[src/rtl/ps2_pkg.sv]
// Shared types and constants for the PS/2 scancode receiver: FSM states,
// prefix bytes and the buffered entry layout.
package ps2_pkg;

   typedef enum logic [1:0] {
      ST_IDLE   = 2'd0,
      ST_DATA   = 2'd1,
      ST_PARITY = 2'd2,
      ST_STOP   = 2'd3
   } ps2_state_e;

   localparam logic [7:0] PS2_PFX_EXT = 8'hE0;
   localparam logic [7:0] PS2_PFX_REL = 8'hF0;

   typedef struct packed {
      logic [7:0] code;
      logic       ext;
      logic       rel;
   } ps2_entry_t;

   // PS/2 frames carry odd parity across the eight data bits plus the parity bit.
   function automatic logic frameParityOk(input logic [7:0] data, input logic parity);
      return ^{data, parity};
   endfunction

endpackage

[src/rtl/ps2_line_filter.sv]
// Two-flop synchronisers for the PS/2 lines plus a glitch filter on the clock
// line that produces a clean level and a one-cycle falling-edge strobe.
module ps2_line_filter #(
   parameter int FILTER_LEN = 8
) (
   input  logic clk,
   input  logic n_reset,
   input  logic ps2Clk,
   input  logic ps2Data,
   output logic clkLevel,
   output logic dataSync,
   output logic fallStrobe
);

   localparam int CW = $clog2(FILTER_LEN + 1);

   logic [1:0]    clkSync_q;
   logic [1:0]    dataSync_q;
   logic          level_q;
   logic [CW-1:0] cnt_q;
   logic          fall_q;

   // Lines idle high, so the synchronisers and filtered level reset to 1 to
   // avoid a spurious edge after reset.
   always_ff @(posedge clk or negedge n_reset) begin
      if (!n_reset) begin
         clkSync_q  <= 2'b11;
         dataSync_q <= 2'b11;
         level_q    <= 1'b1;
         cnt_q      <= '0;
         fall_q     <= 1'b0;
      end else begin
         clkSync_q  <= {clkSync_q[0], ps2Clk};
         dataSync_q <= {dataSync_q[0], ps2Data};
         fall_q     <= 1'b0;
         if (clkSync_q[1] == level_q) begin
            cnt_q <= '0;
         end else if (cnt_q == CW'(FILTER_LEN - 1)) begin
            level_q <= clkSync_q[1];
            cnt_q   <= '0;
            fall_q  <= level_q;
         end else begin
            cnt_q <= cnt_q + 1'b1;
         end
      end
   end

   assign clkLevel   = level_q;
   assign dataSync   = dataSync_q[1];
   assign fallStrobe = fall_q;

endmodule

[src/rtl/ps2_scancode_rx.sv]
// PS/2 keyboard scancode receiver with E0/F0 prefix folding and an output buffer.
// Define PS2_RX_FIFO_EN for a 4-entry FWFT FIFO; otherwise a single holding register.
import ps2_pkg::*;

module ps2_scancode_rx #(
   parameter int CLK_HZ     = 50000000,
   parameter int FILTER_LEN = 8,
   parameter int TIMEOUT_US = 200
) (
   input  logic       clk,
   input  logic       n_reset,
   input  logic       ps2Clk,
   input  logic       ps2Data,
   output logic [7:0] scan_code,
   output logic       extended,
   output logic       released,
   output logic       valid,
   input  logic       ready,
   output logic       rx_err,
   output logic       overrun
);

   localparam logic [31:0] TIMEOUT_CYC =
      32'((64'(TIMEOUT_US) * 64'(CLK_HZ)) / 64'd1000000);

   logic clkLevel, dataSync, fallStrobe;

   ps2_line_filter #(.FILTER_LEN(FILTER_LEN)) u_filter (
      .clk       (clk),
      .n_reset   (n_reset),
      .ps2Clk    (ps2Clk),
      .ps2Data   (ps2Data),
      .clkLevel  (clkLevel),
      .dataSync  (dataSync),
      .fallStrobe(fallStrobe)
   );

   ps2_state_e  state_q, state_d;
   logic [2:0]  bitCnt_q, bitCnt_d;
   logic [7:0]  shift_q, shift_d;
   logic        parity_q, parity_d;
   logic [31:0] timer_q, timer_d;
   logic        frameDone_q, frameDone_d;
   logic        frameOk_q, frameOk_d;
   logic        extPend_q, extPend_d;
   logic        relPend_q, relPend_d;
   logic        rxErr_q, rxErr_d;
   logic        overrun_q;
   logic        timeoutHit;
   logic        wrEn;
   logic        bufFull;
   logic        pop;
   ps2_entry_t  wrEntry;

   assign timeoutHit = (state_q != ST_IDLE) && !fallStrobe && (timer_q >= TIMEOUT_CYC - 32'd1);
   assign wrEntry    = '{code: shift_q, ext: extPend_q, rel: relPend_q};

   // Frame decoding happens on filtered falling edges; the completed byte is
   // classified one cycle later, which is when buffer writes occur.
   always_comb begin
      state_d     = state_q;
      bitCnt_d    = bitCnt_q;
      shift_d     = shift_q;
      parity_d    = parity_q;
      frameOk_d   = frameOk_q;
      extPend_d   = extPend_q;
      relPend_d   = relPend_q;
      frameDone_d = 1'b0;
      rxErr_d     = 1'b0;
      wrEn        = 1'b0;
      timer_d     = (state_q == ST_IDLE || fallStrobe) ? 32'd0 : timer_q + 32'd1;

      if (timeoutHit) begin
         state_d   = ST_IDLE;
         rxErr_d   = 1'b1;
         extPend_d = 1'b0;
         relPend_d = 1'b0;
         timer_d   = 32'd0;
      end else if (fallStrobe) begin
         case (state_q)
            ST_IDLE: begin
               if (!dataSync) begin
                  state_d  = ST_DATA;
                  bitCnt_d = 3'd0;
               end
            end
            ST_DATA: begin
               shift_d  = {dataSync, shift_q[7:1]};
               bitCnt_d = bitCnt_q + 3'd1;
               if (bitCnt_q == 3'd7) state_d = ST_PARITY;
            end
            ST_PARITY: begin
               parity_d = dataSync;
               state_d  = ST_STOP;
            end
            default: begin
               state_d     = ST_IDLE;
               frameDone_d = 1'b1;
               frameOk_d   = frameParityOk(shift_q, parity_q) && dataSync;
            end
         endcase
      end

      if (frameDone_q) begin
         if (!frameOk_q) begin
            rxErr_d   = 1'b1;
            extPend_d = 1'b0;
            relPend_d = 1'b0;
         end else if (shift_q == PS2_PFX_EXT) begin
            extPend_d = 1'b1;
         end else if (shift_q == PS2_PFX_REL) begin
            relPend_d = 1'b1;
         end else begin
            wrEn      = 1'b1;
            extPend_d = 1'b0;
            relPend_d = 1'b0;
         end
      end
   end

   always_ff @(posedge clk or negedge n_reset) begin
      if (!n_reset) begin
         state_q     <= ST_IDLE;
         bitCnt_q    <= '0;
         shift_q     <= '0;
         parity_q    <= 1'b0;
         timer_q     <= '0;
         frameDone_q <= 1'b0;
         frameOk_q   <= 1'b0;
         extPend_q   <= 1'b0;
         relPend_q   <= 1'b0;
         rxErr_q     <= 1'b0;
         overrun_q   <= 1'b0;
      end else begin
         state_q     <= state_d;
         bitCnt_q    <= bitCnt_d;
         shift_q     <= shift_d;
         parity_q    <= parity_d;
         timer_q     <= timer_d;
         frameDone_q <= frameDone_d;
         frameOk_q   <= frameOk_d;
         extPend_q   <= extPend_d;
         relPend_q   <= relPend_d;
         rxErr_q     <= rxErr_d;
         overrun_q   <= wrEn && bufFull && !pop;
      end
   end

   assign pop     = valid && ready;
   assign rx_err  = rxErr_q;
   assign overrun = overrun_q;

`ifdef PS2_RX_FIFO_EN
   ps2_entry_t mem_q [4];
   logic [1:0] wrPtr_q, rdPtr_q;
   logic [2:0] count_q;
   logic       push;

   assign bufFull = (count_q == 3'd4);
   assign push    = wrEn && (!bufFull || pop);

   always_ff @(posedge clk or negedge n_reset) begin
      if (!n_reset) begin
         for (int i = 0; i < 4; i++) mem_q[i] <= '0;
         wrPtr_q <= '0;
         rdPtr_q <= '0;
         count_q <= '0;
      end else begin
         if (push) begin
            mem_q[wrPtr_q] <= wrEntry;
            wrPtr_q        <= wrPtr_q + 2'd1;
         end
         if (pop) rdPtr_q <= rdPtr_q + 2'd1;
         count_q <= count_q + 3'(push) - 3'(pop);
      end
   end

   assign valid     = (count_q != 3'd0);
   assign scan_code = mem_q[rdPtr_q].code;
   assign extended  = mem_q[rdPtr_q].ext;
   assign released  = mem_q[rdPtr_q].rel;
`else
   ps2_entry_t hold_q;
   logic       full_q;

   assign bufFull = full_q;

   // A write while full is only accepted when the current entry is popped in
   // the same cycle, so existing contents never get overwritten.
   always_ff @(posedge clk or negedge n_reset) begin
      if (!n_reset) begin
         hold_q <= '0;
         full_q <= 1'b0;
      end else if (wrEn && (!full_q || pop)) begin
         hold_q <= wrEntry;
         full_q <= 1'b1;
      end else if (pop) begin
         full_q <= 1'b0;
      end
   end

   assign valid     = full_q;
   assign scan_code = hold_q.code;
   assign extended  = hold_q.ext;
   assign released  = hold_q.rel;
`endif

endmodule

[config.mk]
export PLATFORM = sky130hd
export DESIGN_NAME = ps2_scancode_rx
export DESIGN_NICKNAME = d
export VERILOG_FILES = /design/src/rtl/ps2_pkg.sv /design/src/rtl/ps2_line_filter.sv /design/src/rtl/ps2_scancode_rx.sv
export SDC_FILE = /design/constraint.sdc
export NUM_CORES = 1
export LEC_CHECK = 0
export ABC_AREA = 0
export CORE_UTILIZATION = 55
export DETAILED_ROUTE_END_ITERATION = 16
export PLACE_DENSITY = 0.75
export SLEW_MARGIN = 15
export SYNTH_ARGS = -nofsm -noshare
export SYNTH_HDL_FRONTEND = slang
export SYNTH_SLANG_ARGS = --single-unit
[constraint.sdc]
create_clock -name clk -period 2.3 [get_ports clk]
set_input_delay 0.345 -clock clk [delete_from_list [all_inputs] [get_ports clk]]
set_output_delay 0.345 -clock clk [all_outputs]
set_load 0.01 [all_outputs]
==> metrics.cfg, run 1 <==
[worst_setup_path]
cp-start-kind=register
r2r_start=timer_q[28]
cp_data_required_time_ns=2.55
cp_top_family=simple AND/OR/NAND/NOR gates
slowest_delay_ns=0.54
crit_path_end_kind=register
reg2reg_slack_ns=0.32
arrival_ns=2.23
critPathSlowestCell=or4_4
setup.worst_path.start=timer_q[28]
critPathBufInv=0
worstPathCellList=or4_4 > a2111oi_4 > nand4_2 > a21oi_1
crit_fanout=14
critPathKind=reg -> reg

[floorplan]
core-area_um2=5170
fp-row-count=26
fp.dieH_um=76.0
dieWidth_um=76.0
die_area_um2=5770
initial_core_util_pct=58.2
ios=18

[placed_design]
dp_hpwl_mm=3.25
dpl_worst_slack_ns=0.325
placed_area_um2=3340
dp.cells=340
place.gp.congestion=0.778
numPortBuffers=17

[routing]
top_layer=met4
via_per_inst=5.11
finalWirelength_mm=4.61
wire_per_inst_um=13.0
wl_met3_um=127
vias=1818
drtIter0Drc=68
drc=0
ant_nets=0
wl_met2_mm=2.20
wl_met1_mm=2.21
drt_pass1_iterations=5

[power]
pwr-share-clk_pct=38.2
ir_drop_mv=0.552
internal_power_mw=1.88
p_sw_mw=0.518
powerDensity_nw_per_um2=680
swShare_pct=21.6
seqPwrFrac_pct=57.1
p_comb_share_pct=4.8
p_leak_nw=1.59

[hold_path]
min_path_type=reg -> reg
min-delay-start=u_filter.dataSync_q[0]

[sta]
setup_ws_ns=0.319
finalHoldViolCount=0
grt_setup_unrepaired=false
fin_crit_ns=1.98
slew_viol_final=0
tns_ns=0
fin_skew_ns=0.00425
slew_headroom_pct=63.3
finalSetupViolations=0
tightest_slew_ns=0.550
fin_hold_ws_ns=0.357
timing.final.crit_share_pct=86.1
max_freq_mhz=505

[synthesis]
synthMuxAreaShare_pct=7.78
dominantRegCellSynth=dfrtp_1
syn_inst=237
synth_cell_types=43
synth_top_family_by_area=simple AND/OR/NAND/NOR gates
async_flop_share_pct=100
synth-xor-area-share_pct=6.28
syn_avg_cell_area_um2=12.7
synth-edff-count=0
syn-cell-area_um2=3010
ys_warn_count=0
synth_seq_area_share_pct=60.9
synth_seq_cells=73
synth_fa_ha_area_share_pct=3.74
synthSimpleGateAreaFrac_pct=13.2
synth_compound_area_share_pct=5.95

[clocking]
numCtsBuffers=9
postCtsResizedCells=0
cts-htree-levels=3
clk_pin_slew_ns=0.07
post_cts_buffers=0
insertion_delay_ns=0.34
cts_tree=built
cts_root_buffer=clkbuf_8
clockBufferDepth=2
cts.sinks=73

[grt]
overflow=0
grt_pass1_wl_mm=8.53
grt_max_degree=29
antenna_found_initial=0
grt_usage_pct=19.1
grt_pass1_vias=1913

[layout]
layout.cells.non_filler=356
syn_to_final_growth_pct=17.4
layout-drive-gt1-share_pct=16.8
stdcell_area_um2=3530
antennaDiodeCount=0
final_nets=296

[job]
drv_cap=0

[run_status]
status=finished clean

==> registers in the layout, summed over array words and instances, names as in the netlist, 2 cells and up <==
signal / cells
bitCnt_q: 3
scan_code: 8
shift_q: 8
state_q: 2
timer_q: 32
u_filter.clkSync_q: 2
u_filter.cnt_q: 4
u_filter.dataSync_q: 2
==> power by group through the flow <==
stage | Sequential, mW | Combinational [mW] | Clock (mW)
after global routing | 1.38 | 0.130 | 1.00
after global placement | 1.39 | 0.114 | 0
after floorplan | 1.39 | 0.0692 | 0
final | 1.37 | 0.114 | 0.917
after detailed placement | 1.40 | 0.115 | 0
after CTS | 1.37 | 0.118 | 0.941
==> metal layers <==
| metal | vias to the layer above | GRT usage (%) |
|---|---|---|
| met4 | 0 | 11.5 |
| met3 | 7 | 4.34 |
| met2 | 18 | 29.7 |
| li1 | 893 | - |
| met1 | 900 | 24.7 |
| met5 | - | 0 |
==> layout make-up <==
| class | count | area, um^2 |
|---|---|---|
| Timing Repair Buffer | 23 | 225 |
| Clock buffer | 11 | 131 |
| Inverter | 8 | 30.0 |
| Fill cell | 389 | 1640 |
| Tap cell | 70 | 87.6 |
| Clock inverter | 4 | 45.0 |
| Sequential cell | 73 | 1830 |
| Multi-Input combinational cell | 167 | 1180 |
==> final timing paths <==
kind | end | depth (start not counted)
max | timer_q[13] | 4
min | u_filter.dataSync_q[1] | 0
max reg2reg | timer_q[13] | 4
min reg2reg | u_filter.dataSync_q[1] | 0
max in group asynchronous | u_filter.clkSync_q[1] | 3
min in group asynchronous | timer_q[8] | 2
==> Yosys cell counts (2+ instances only) <==
| master | n | area (um^2) |
|---|---|---|
| ha_1 | 9 | 113 |
| clkbuf_1 | 5 | 18.8 |
| or3_1 | 2 | 12.5 |
| nor3_1 | 4 | 20.0 |
| a31oi_1 | 4 | 25.0 |
| dfstp_2 | 5 | 131 |
| a21oi_1 | 3 | 15.0 |
| xnor2_1 | 14 | 123 |
| o21ai_0 | 3 | 15.0 |
| a22oi_1 | 2 | 15.0 |
| nor4_1 | 6 | 37.5 |
| and4_1 | 2 | 17.5 |
| nand3_1 | 8 | 40.0 |
| inv_1 | 8 | 30.0 |
| nand3b_1 | 2 | 15.0 |
| nor2_1 | 21 | 78.8 |
| nor2b_1 | 4 | 25.0 |
| a311oi_1 | 2 | 17.5 |
| o22ai_1 | 2 | 12.5 |
| dfrtp_1 | 68 | 1700 |
| nand2b_1 | 3 | 18.8 |
| mux2_2 | 19 | 214 |
| xor2_1 | 5 | 43.8 |
| mux2i_1 | 2 | 20.0 |
| nor3b_1 | 2 | 15.0 |
| nand2_1 | 15 | 56.3 |
==> cell usage in the layout (no fill, tap or decap), drive strengths merged, types with 2 or more instances in the layout <==
cell type and instances:
a21oi 3, nor3 4, clkbuf 11, and4 2, nor2 21, o22ai 2, nor3b 2, a311oi 2
nand3 8, mux2 19, inv 8, xnor2 14, o21ai 3, a22oi 2, xor2 5, nand4 2
dfstp 5, nor2b 4, nand3b 2, conb 18, dfrtp 68, nand2 15, clkinv 3, clkdlybuf4s50 16
nand2b 3, or3 2, buf 6, mux2i 2, a31oi 4, ha 9, nor4 6
==> through the flow <==
stage	power, mW	utilization [%]
3_5_place_dp	1.51	64.7
6_report	2.40	68.3
3_3_place_gp	1.51	64.7
5_1_grt	2.51	68.3
4_1_cts	2.43	68.3
2_1_floorplan	1.45	-
==> cell families after synthesis <==
logic type / Yosys count
AND/OR/NAND/NOR: 76
flip-flops: 73
AO/OA/AOI/OAI: 23
multiplexers: 21
XOR/XNOR: 20
buffers and inverters: 14
adder cells (fa/ha/maj): 9
other: 1
==> timing repair <==
action | in CTS | in global routing
hold buffers | 1 | 0
endpoints found under the setup margin | 0 | 0
endpoints found under the hold margin | 2 | 0
Note: power is estimated with default switching activity, not from simulation.
==> inputs of run 2 (changes only) <==
--- a/config.mk
+++ b/config.mk
@@ -6,6 +6,7 @@
 export NUM_CORES = 1
 export LEC_CHECK = 0
 export ABC_AREA = 0
+export CORE_MARGIN = 4
 export CORE_UTILIZATION = 55
 export DETAILED_ROUTE_END_ITERATION = 16
 export PLACE_DENSITY = 0.75
==> run 2 against run 1 <==
Cell area increased by 0.53%; first-iteration DRC count increased by 8.8%; clock power increased by 6.2%; core utilization decreased by 0.066 points; via count decreased by 0.17%; critical endpoint unchanged; clock skew increased by 0.0019 ns; power increased by 2.3%; combinational power about the same; cell count unchanged.
==> metrics.cfg, run 2 (synthesis gave the netlist of run 1 again) <==
[worst_setup_path]
cp_data_required_time_ns=2.55  ; about the same
arrival_ns=2.21  ; -0.02 ns
critPathKind=reg -> reg
crit_fanout=14  ; unchanged
cp_top_family=simple AND/OR/NAND/NOR gates
critPathSlowestCell=or4_4
crit_path_end_kind=register
worstPathCellList=or4_4 > a2111oi_4 > nand4_2 > a21oi_1
slowest_delay_ns=0.54  ; about the same
cp-start-kind=register
critPathBufInv=0  ; unchanged

[floorplan]
dieWidth_um=82.0  ; +7.9%
initial_core_util_pct=57.8  ; -0.36 points
die_area_um2=6720  ; +16%
fp-row-count=26  ; unchanged
ios=18  ; unchanged
fp.dieH_um=82.0  ; +7.9%
core-area_um2=5200  ; +0.63%

[routing]
vias=1815  ; -0.17%
ant_nets=0  ; unchanged
wire_per_inst_um=12.6  ; -3.1%
via_per_inst=5.10  ; -0.17%
drc=0  ; unchanged
finalWirelength_mm=4.47  ; -3.1%
drt_pass1_iterations=4  ; -1
drtIter0Drc=74  ; +8.8%

[placed_design]
numPortBuffers=17  ; unchanged
place.gp.congestion=0.795  ; +2.2%
dp_hpwl_mm=3.17  ; -2.4%

[grt]
grt_usage_pct=16.2  ; -2.9 points
grt_pass1_vias=1812  ; -5.3%
grt_pass1_wl_mm=8.11  ; -4.9%
antenna_found_initial=0  ; unchanged
grt_max_degree=29  ; unchanged
overflow=0  ; unchanged

[layout]
largest_reg_flops=32  ; unchanged
final_common_cell=dfrtp_1
fin_util_pct=68.2  ; about the same
layout_common_cells=dfrtp_1 (68), nor2_1 (21), mux2_2 (19)
top_register=timer_q
syn_to_final_growth_pct=18.0
final_nets=296  ; unchanged
layout-drive-gt1-share_pct=17.1  ; +0.35 points
antennaDiodeCount=0  ; unchanged

[sta]
fin_skew_ns=0.00612  ; +0.00187 ns
tightest_slew_ns=0.541  ; -0.00937 ns
finalSetupViolations=0  ; unchanged
grt_setup_unrepaired=false
max_freq_mhz=509  ; +0.78%
timing.final.crit_share_pct=85.4  ; -0.66 points
finalHoldViolCount=0  ; unchanged
slew_headroom_pct=63.9  ; +0.62 points
fin_crit_ns=1.97  ; -0.0152 ns
slew_viol_final=0  ; unchanged
tns_ns=0  ; unchanged

[power]
p_leak_nw=1.60  ; +0.58%
ir_drop_mv=0.536  ; -2.9%
power_mw=2.46  ; +2.3%
powerDensity_nw_per_um2=692  ; +1.8%

[clocking]
cts.sinks=73  ; unchanged
insertion_delay_ns=0.33  ; about the same
clk_pin_slew_ns=0.07  ; about the same
clockBufferDepth=2  ; unchanged
cts_root_buffer=clkbuf_8
cts-htree-levels=3  ; unchanged
cts_tree=built
numCtsBuffers=9  ; unchanged

[job]
drv_cap=0  ; unchanged

[hold_path]
min_path_type=reg -> reg

[run_status]
status=finished clean

## run 2: cell count changes in the layout (fill, tap and decap cells not counted), sizes merged
cell | before | now
clkinv | 3 | 2
clkbuf | 11 | 12
## run 2: timing repair
action | CTS | global route
buffers inserted | 0 | 0
hold buffers | 1 | 0
resized for setup | 0 | 0
endpoints found under the hold margin | 8 | 0
## run 2: cell type report
cell class | count | area [um^2]
sequential | 73 | 1830
fill | 408 | 1660
multi-input combinational | 167 | 1180
timing repair buffer | 23 | 225
clock buffer | 12 | 155
tap | 70 | 87.6
clock inverter | 3 | 40.0
inverter | 8 | 30.0
## run 2: worst register-to-register path, stage by stage (launching register included)
cell       delay [ns]
dfrtp_1          0.36
or4_4            0.54
a2111oi_4        0.36
nand4_2          0.38
a21oi_1          0.24
## run 2: power by group
part | switching, mW | leakage [nW] | internal [mW]
registers | 0.0273 | 0.959 | 1.34
clock network | 0.423 | 0.102 | 0.551
logic | 0.0618 | 0.543 | 0.0538
total | 0.512 | 1.60 | 1.95
## run 2: per-stage QoR
| stage | instance area [um^2] | setup WS [ns] | hold slack (ns) | std cells |
|---|---|---|---|---|
| floorplan | 3070 | 0.462 | 0.0494 | 254 |
| global placement | 3340 | 0.361 | 0.347 | 340 |
| detailed placement | 3340 | 0.339 | 0.348 | 340 |
| CTS | 3550 | 0.316 | 0.359 | 356 |
| global route | 3550 | 0.207 | 0.362 | 356 |
| finish | 3550 | 0.335 | 0.357 | 356 |
## run 2: worst paths after layout
kind,start,cells after the start,slack (ns),endpoint
max,timer_q[28],4,0.33,timer_q[13]
min,u_filter.dataSync_q[0],0,0.36,u_filter.dataSync_q[1]
max reg2reg,timer_q[28],4,0.33,timer_q[13]
min reg2reg,u_filter.dataSync_q[0],0,0.36,u_filter.dataSync_q[1]
max in group asynchronous,n_reset,3,1.16,relPend_q
min in group asynchronous,n_reset,2,0.52,timer_q[8]
## run 2: metal layers
metal  global-route usage, %  vias up  routed length (um)
met5                       0        -                   0
met2                    23.7       28                2000
li1                        -      896                   -
met4                    10.3        0                 116
met1                    21.9      881                2170
met3                    3.73       10                 188
